`src/rtl/axis_pkt_fifo_if.sv`:
```
// AXI4-Stream beat channel: data, end-of-packet and the valid/ready handshake.
// The master drives the beat, the slave answers with tready.
interface axis_pkt_fifo_if #(
  parameter int WIDTH = 32
) ();
  logic [WIDTH-1:0] tdata;
  logic             tlast;
  logic             tvalid;
  logic             tready;

  modport master (output tdata, output tlast, output tvalid, input tready);
  modport slave  (input tdata, input tlast, input tvalid, output tready);
endinterface

```
`src/rtl/axis_pkt_fifo.sv`:
```
// First-word-fall-through AXI4-Stream FIFO with tlast carriage, optional
// store-and-forward packet gating, occupancy level and almost-full/empty flags.
// DEPTH may be any value >= 2; pointers wrap explicitly at DEPTH-1.
module axis_pkt_fifo #(
  parameter int WIDTH         = 32,
  parameter int DEPTH         = 16,
  parameter int PACKET_MODE   = 0,
  parameter int AFULL_THRESH  = DEPTH - 2,
  parameter int AEMPTY_THRESH = 1,
  localparam int LW           = $clog2(DEPTH + 1)
) (
  input  logic            aclk,
  input  logic            areset,
  axis_pkt_fifo_if.slave  s_axis,
  axis_pkt_fifo_if.master m_axis,
  output logic [LW-1:0]   level,
  output logic            almost_full,
  output logic            almost_empty
);

  localparam int PW = $clog2(DEPTH);
  typedef logic [PW-1:0] ptr_t;

  // Each entry holds {tlast, tdata}.
  logic [WIDTH:0]  mem [DEPTH];
  ptr_t            wr_ptr;
  ptr_t            rd_ptr;
  logic [LW-1:0]   pkt_count;
  logic            full_q;

  logic            wr_en;
  logic            rd_en;
  logic            head_last;
  logic            head_valid;
  logic [LW-1:0]   level_next;
  logic [LW-1:0]   pkt_next;

  function automatic ptr_t ptr_inc(input ptr_t p);
    return (p == PW'(DEPTH - 1)) ? '0 : p + PW'(1);
  endfunction

  // tready comes from the registered full flag, so a read in the same cycle
  // never opens a slot for a write; it only depends on reset combinationally.
  assign s_axis.tready = !areset && !full_q;
  assign wr_en         = s_axis.tvalid && s_axis.tready;

  // In packet mode the head is only offered once a whole packet is stored,
  // except when full: then the FIFO must drain a packet longer than DEPTH.
  assign head_valid = (level != '0) &&
                      ((PACKET_MODE == 0) || (pkt_count != '0) || full_q);
  assign head_last  = mem[rd_ptr][WIDTH];
  assign rd_en      = head_valid && m_axis.tready;

  assign m_axis.tvalid = head_valid;
  assign m_axis.tdata  = mem[rd_ptr][WIDTH-1:0];
  assign m_axis.tlast  = head_last;

  // Next occupancy and stored-packet count from this cycle's handshakes.
  always_comb begin
    // NOTE: every always_comb output gets a default first so no path leaves it
    // unassigned, which would otherwise infer a latch.
    level_next = level;
    pkt_next   = pkt_count;
    unique case ({wr_en, rd_en})
      2'b10:   level_next = level + LW'(1);
      2'b01:   level_next = level - LW'(1);
      default: level_next = level;
    endcase
    unique case ({wr_en && s_axis.tlast, rd_en && head_last})
      2'b10:   pkt_next = pkt_count + LW'(1);
      2'b01:   pkt_next = pkt_count - LW'(1);
      default: pkt_next = pkt_count;
    endcase
  end

  // Pointers, level, packet count and flags all advance on the same edge.
  always_ff @(posedge aclk) begin
    // NOTE: sequential state uses non-blocking assignments so every register
    // samples pre-edge values regardless of statement order.
    if (areset) begin
      wr_ptr       <= '0;
      rd_ptr       <= '0;
      level        <= '0;
      pkt_count    <= '0;
      full_q       <= 1'b0;
      almost_full  <= 1'b0;
      almost_empty <= 1'b1;
    end else begin
      if (wr_en) wr_ptr <= ptr_inc(wr_ptr);
      if (rd_en) rd_ptr <= ptr_inc(rd_ptr);
      level        <= level_next;
      pkt_count    <= pkt_next;
      full_q       <= (level_next == LW'(DEPTH));
      almost_full  <= (level_next >= LW'(AFULL_THRESH));
      almost_empty <= (level_next <= LW'(AEMPTY_THRESH));
    end
  end

  // Beat storage.
  always_ff @(posedge aclk) begin
    // NOTE: the storage array is deliberately not reset; level and pointers
    // alone decide which entries are live, so stale contents are never shown.
    if (wr_en) mem[wr_ptr] <= {s_axis.tlast, s_axis.tdata};
  end

endmodule

```
`src/flat_wrapper.sv`:
```
// flat-port wrapper written by rule: the top's interface ports become plain ports
module axis_pkt_fifo_flat 
#(
  parameter int WIDTH         = 32,
  parameter int DEPTH         = 16,
  parameter int PACKET_MODE   = 0,
  parameter int AFULL_THRESH  = DEPTH - 2,
  parameter int AEMPTY_THRESH = 1,
  localparam int LW           = $clog2(DEPTH + 1)
)
  (aclk, areset, level, almost_full, almost_empty, s_axis_tdata, s_axis_tlast, s_axis_tvalid, s_axis_tready, m_axis_tdata, m_axis_tlast, m_axis_tvalid, m_axis_tready);
  axis_pkt_fifo_if #(.WIDTH(WIDTH)) s_axis_i ();
  axis_pkt_fifo_if #(.WIDTH(WIDTH)) m_axis_i ();
  input  logic aclk;
  input  logic areset;
  output logic [LW-1:0] level;
  output logic almost_full;
  output logic almost_empty;
  input wire logic [$bits(s_axis_i.tdata)-1:0] s_axis_tdata;
  input wire logic [$bits(s_axis_i.tlast)-1:0] s_axis_tlast;
  input wire logic [$bits(s_axis_i.tvalid)-1:0] s_axis_tvalid;
  output wire logic [$bits(s_axis_i.tready)-1:0] s_axis_tready;
  output wire logic [$bits(m_axis_i.tdata)-1:0] m_axis_tdata;
  output wire logic [$bits(m_axis_i.tlast)-1:0] m_axis_tlast;
  output wire logic [$bits(m_axis_i.tvalid)-1:0] m_axis_tvalid;
  input wire logic [$bits(m_axis_i.tready)-1:0] m_axis_tready;
  assign s_axis_i.tdata = s_axis_tdata;
  assign s_axis_i.tlast = s_axis_tlast;
  assign s_axis_i.tvalid = s_axis_tvalid;
  assign s_axis_tready = s_axis_i.tready;
  assign m_axis_tdata = m_axis_i.tdata;
  assign m_axis_tlast = m_axis_i.tlast;
  assign m_axis_tvalid = m_axis_i.tvalid;
  assign m_axis_i.tready = m_axis_tready;
  axis_pkt_fifo #(.WIDTH(WIDTH), .DEPTH(DEPTH), .PACKET_MODE(PACKET_MODE), .AFULL_THRESH(AFULL_THRESH), .AEMPTY_THRESH(AEMPTY_THRESH)) u_core (.aclk(aclk), .areset(areset), .s_axis(s_axis_i), .m_axis(m_axis_i), .level(level), .almost_full(almost_full), .almost_empty(almost_empty));
endmodule
```
`config.mk`:
```
export PLATFORM = sky130hd
export DESIGN_NAME = axis_pkt_fifo_flat
export DESIGN_NICKNAME = d
export VERILOG_FILES = /design/src/rtl/axis_pkt_fifo_if.sv /design/src/rtl/axis_pkt_fifo.sv /design/src/flat_wrapper.sv
export SDC_FILE = /design/constraint.sdc
export NUM_CORES = 1
export LEC_CHECK = 0
export CAP_MARGIN = 5
export CORE_ASPECT_RATIO = 1.25
export CORE_MARGIN = 2
export CORE_UTILIZATION = 65
export DETAILED_ROUTE_END_ITERATION = 6
export PLACE_DENSITY = 0.95
export SLEW_MARGIN = 15
export SYNTH_ARGS = -nofsm -noshare
export SYNTH_HDL_FRONTEND = slang
export SYNTH_SLANG_ARGS = --single-unit
```
`constraint.sdc`:
```
create_clock -name aclk -period 8.18 [get_ports aclk]
set_input_delay 2.045 -clock aclk [delete_from_list [all_inputs] [get_ports aclk]]
set_output_delay 2.045 -clock aclk [all_outputs]
set_load 0.1 [all_outputs]
```
### Word-level counts from Yosys, hierarchy flattened

Memories as Yosys holds them, arrays and structs flattened. A register that Yosys moved wholly into a read port is not among the register bits.
Index checks and enable logic that the tools add are counted.

* add/sub/neg operators: 4
* $lt $le $gt $ge: 2
* equal/unequal tests: 5
* multiplexer cells: 7
* reduce and logical (&&, ||, !) cells: 6

Operators with widths (number)
* 4-bit two-way mux: 4
* 5-bit case mux with 2 select lines: 1
* 4-bit by 1-bit adder with 4-bit output (second input constant): 2
* 4-bit == test (second input constant): 2
* 5-bit by 1-bit adder with 5-bit output (second input constant): 1
* 5-bit == test (second input constant): 1
* 5-bit by 4-bit >= comparator with 1-bit output (second input constant): 1
* 5-bit by 1-bit <= comparator with 1-bit output (second input constant): 1
* 5-bit nonzero test: 1
* 5-bit by 1-bit subtractor with 5-bit output (second input constant): 1
* 1-bit logical AND: 3
* 2-bit by 1-bit == test with 1-bit output (second input constant): 1
* 2-bit == test (second input constant): 1
* 1-bit logical NOT: 2
* 1-bit two-way mux: 2

* register bits: 16
* RAM bits: 528
* bits of input ports: 37
* memories: 1

Memories
* u_core.mem: depth 16, bits a word 33, read ports 1, clocked after memory_dff 1, wr ports 1, line axis_pkt_fifo.sv:25 `logic [WIDTH:0] mem [DEPTH];`

### Logic depth before layout (Yosys ltp)

* depth after elaboration: 6
* depth in mapped cells: 11
* gate-level depth less buffers: 10

### Worst setup path before layout

No wires, ideal clock.

* path kind: input to output
* start: input port areset
* end: output port s_axis_tready
* arrival: 3704 ps
* slack: 2431 ps
* stages on the path: 3
* buffers on the path: 2
* path through: clkbuf_1 > clkbuf_1 > nor2_1

* longest elaborated chain between the ends: 2

Ends and longest elaborated chain
* start, declared: line flat_wrapper.sv:15 `input logic areset;`
* 1-bit logical NOT: line axis_pkt_fifo.sv:44 `assign s_axis.tready = !areset && !full_q;`
* 1-bit logical AND: line axis_pkt_fifo.sv:44
* end, declared: line flat_wrapper.sv:22 `output wire logic [$bits(s_axis_i.tready)-1:0] s_axis_tready;`

Every way passes these cells.

### Final worst setup path

Ends and elaborated chain as after synthesis.

==> results.cfg <==
[clock_network]
clkLatencyLatePin_ns = 0.57
cts_setup_buffers = 0
cts.path.max_buffers = 3
cts_max_level = 2
clkSlewWorstSetupHoldPaths_ns = 0.07
root_buffer = clkbuf_16
cts_inserted_buffers = 48
cts_resized = 0
cts_hold_buffers = 0
cts_tree = done
cts_sinks = 548

[sta]
worst-slew-pin-transition_ns = 1.06
fin_tns_setup_ns = 0
skew_ns = 0.0162
slew-limit-headroom = 0.293
post-route-period-util = 0.756
fin_crit_ns = 6.18
worst_slack_ns = 2.00
drv_slew = 0
hold_violations = 0
fmax_mhz = 162
setup_violations = 0
hold_slack_ns = 0.537
grt_setup_unrepaired = false

[final_layout]
drive_gt1_frac = 0.286
nFillCells = 1503
multi_input_area_sq_um = 4390
area_delta_synth_final_pct = 13.7
final_cells = 1413
finalInstanceArea_sq_um = 23700
diodes = 0
nets = 1009
seqCellArea_sq_um = 16300

[setup_path]
path_cells = clkdlybuf4s50_1 -> nor2_1 -> clkdlybuf4s50_1
required_ns = 6.14
cp_num_cells = 3
worst-setup-path-type = in2out
worst-path-buf-inv = 2
rrSetupSlack_ns = 4.94
end_kind = primary output
r2r_cells = 5
crit_end = s_axis_tready
worst_setup_path_start_kind = primary input
worstPathMaxFanout = 18
setup.worst_path.start = areset
timing.rr.start = u_core.full_q
cpPeakStageDelay_ns = 1.15
cpLargestDelayFamily = buffers and inverters
cp.arrival_ns = 4.14
slowest_stage = clkdlybuf4s50_1
crit_top_cell = clkdlybuf4s50_1
timing.rr.end = u_core.mem[8][20]

[synthesis]
syn_area_sq_um = 20800
synth_area_leaders = edfxtp_1, mux4_2, dfxtp_1, and2_1, ha_1
synthMuxAreaShare = 0.180
synth_nets = 902
ys_warn_count = 0
synthCells = 857
synth_top_cell_area_share = 0.761
syn_area_per_cell_sq_um = 24.3
synth_compound_area_frac = 0.00727
synth_cell_types = 39
synth_top_family_by_area = multiplexers
yosys.area_share.simple = 0.0145
synth_xor_area_frac = 0.00294
synth_top_cell_by_area = edfxtp_1
ys_ff_latch = 548
synthAdderAreaFrac = 0.00480
seq_area_frac_synth = 0.780

[global_route]
grt_pass1_vias = 10404
antenna_found_initial = 1
grt_max_degree = 133
grt_usage = 0.304
overflow = 0
grt_pass1_wl_microns = 70600

[outcome]
violations = DRC
run_status = complete, but fails checks

[min_path]
hp-start = u_core.rd_ptr[3]
whs_path_depth = 2
holdCritPathClass = reg2reg

[die]
die_h_microns = 204
core.rowCount = 73
start_util = 0.657
die_area_sq_um = 33500
fp.coreArea_sq_um = 31700
die_w_microns = 164
io_pins = 79

[placement]
placed_area_sq_um = 22200
gp_congestion = 0.759
dp_cells = 1326
port_buffers = 78
dp_hpwl_microns = 23700
pre_cts_slack_ns = 2.00

[power]
power_density_nw_per_um2 = 285
leakagePower_nw = 7.22
peakVddDrop_uv = 326

[routing]
wl_per_cell_microns = 34.4
dr.pass1.iters = 7
drc = 1
drtAntennaViolNets = 0
wl_microns = 48600
via_per_inst = 7.09
vias = 10020
drtIter0Drc = 1453

[job]
max_cap_violations = 0
placed cells by master (no fill, tap or decap), drive strengths merged, types with 4 or more instances in the layout:
cell type      instances
mux4                 165
and2                  16
mux2i                  4
clkdlybuf4s50         78
bufinv                 4
buf                   22
edfxtp               528
nor2                  14
clkbuf                50
inv                    7
dfxtp                 20
clkinvlp               7
clkinv                24
xor2                   5
ha                     8
nand2                  8
a21oi                  8
nand3                  4
how the worst min path moves through the flow:
| stage | to | slack [ns] |
|---|---|---|
| floorplan | register | 0.47 |
| global route | u_core.wr_ptr[3] | 0.59 |
| detailed placement | register | 0.49 |
| CTS | register | 0.52 |
| global placement | register | 0.49 |
| finish | register | 0.54 |
registers in the layout (all words and copies together) (netlist names), named ones only:
signal / flops
u_core.almost_empty: 1
u_core.almost_full: 1
u_core.level: 5
u_core.wr_ptr: 4
u_core.mem: 528
u_core.full_q: 1
u_core.rd_ptr: 4
per-layer routing:
layer | GRT usage | up-vias | share of wire
li1 | - | 3887 | -
met1 | 0.413 | 5241 | 0.35
met2 | 0.500 | 766 | 0.52
met3 | 0.0546 | 124 | 0.094
met4 | 0.118 | 2 | 0.039
met5 | 0 | - | 0.00029
Yosys cell counts, drive strengths merged:
cell    count
nor4b       2
xnor2       2
o21ai       3
o31a        1
dfxtp      20
buf        20
nor2b       1
clkbuf     23
mux4      165
inv         5
o31ai       2
nand2b      1
nor3b       3
and2       16
ha          8
xor2        5
nand2       8
a21oi       8
a211o       1
and3        1
a31o        1
a311oi      1
o32ai       1
a31oi       2
a21o        1
or3         3
nor3        2
a2111o      1
nand3       4
edfxtp    528
mux2i       4
nor2       14
area by class of cell:
type                       instances  share of cell area
sequential                       548               0.687
multi-input combinational        261               0.185
clock buffer                      50              0.0519
timing repair buffer             100              0.0410
tap                              412              0.0218
clock inverter                    37              0.0126
inverter                           5            0.000792
cell families (layout without fill, tap and decap cells):
family / Yosys count / count (layout)
buf+inv: 48 / 192
simple gates: 55 / 55
xor+xnor: 7 / 7
compound gates: 22 / 22
mux: 169 / 169
flops: 548 / 548
fa+ha+maj: 8 / 8
metrics by stage:
step           power (mW)   util
2_1_floorplan        4.26      -
3_3_place_gp         4.52  0.699
3_5_place_dp         4.56  0.699
4_1_cts              6.78  0.748
5_1_grt              6.93  0.748
6_report             6.76  0.748
worst min-delay path, stage by stage (launching register included):
cell and delay [ns]:
dfxtp_1 0.33, o21ai_0 0.08, a21oi_1 0.08
power breakdown:
part,internal [mW],switching [mW],total [mW]
logic,0.492,0.860,1.35
registers,3.12,0.0444,3.16
clock network,1.22,1.02,2.24
total,4.83,1.92,6.76
Note: power is estimated with default switching activity, not from simulation.
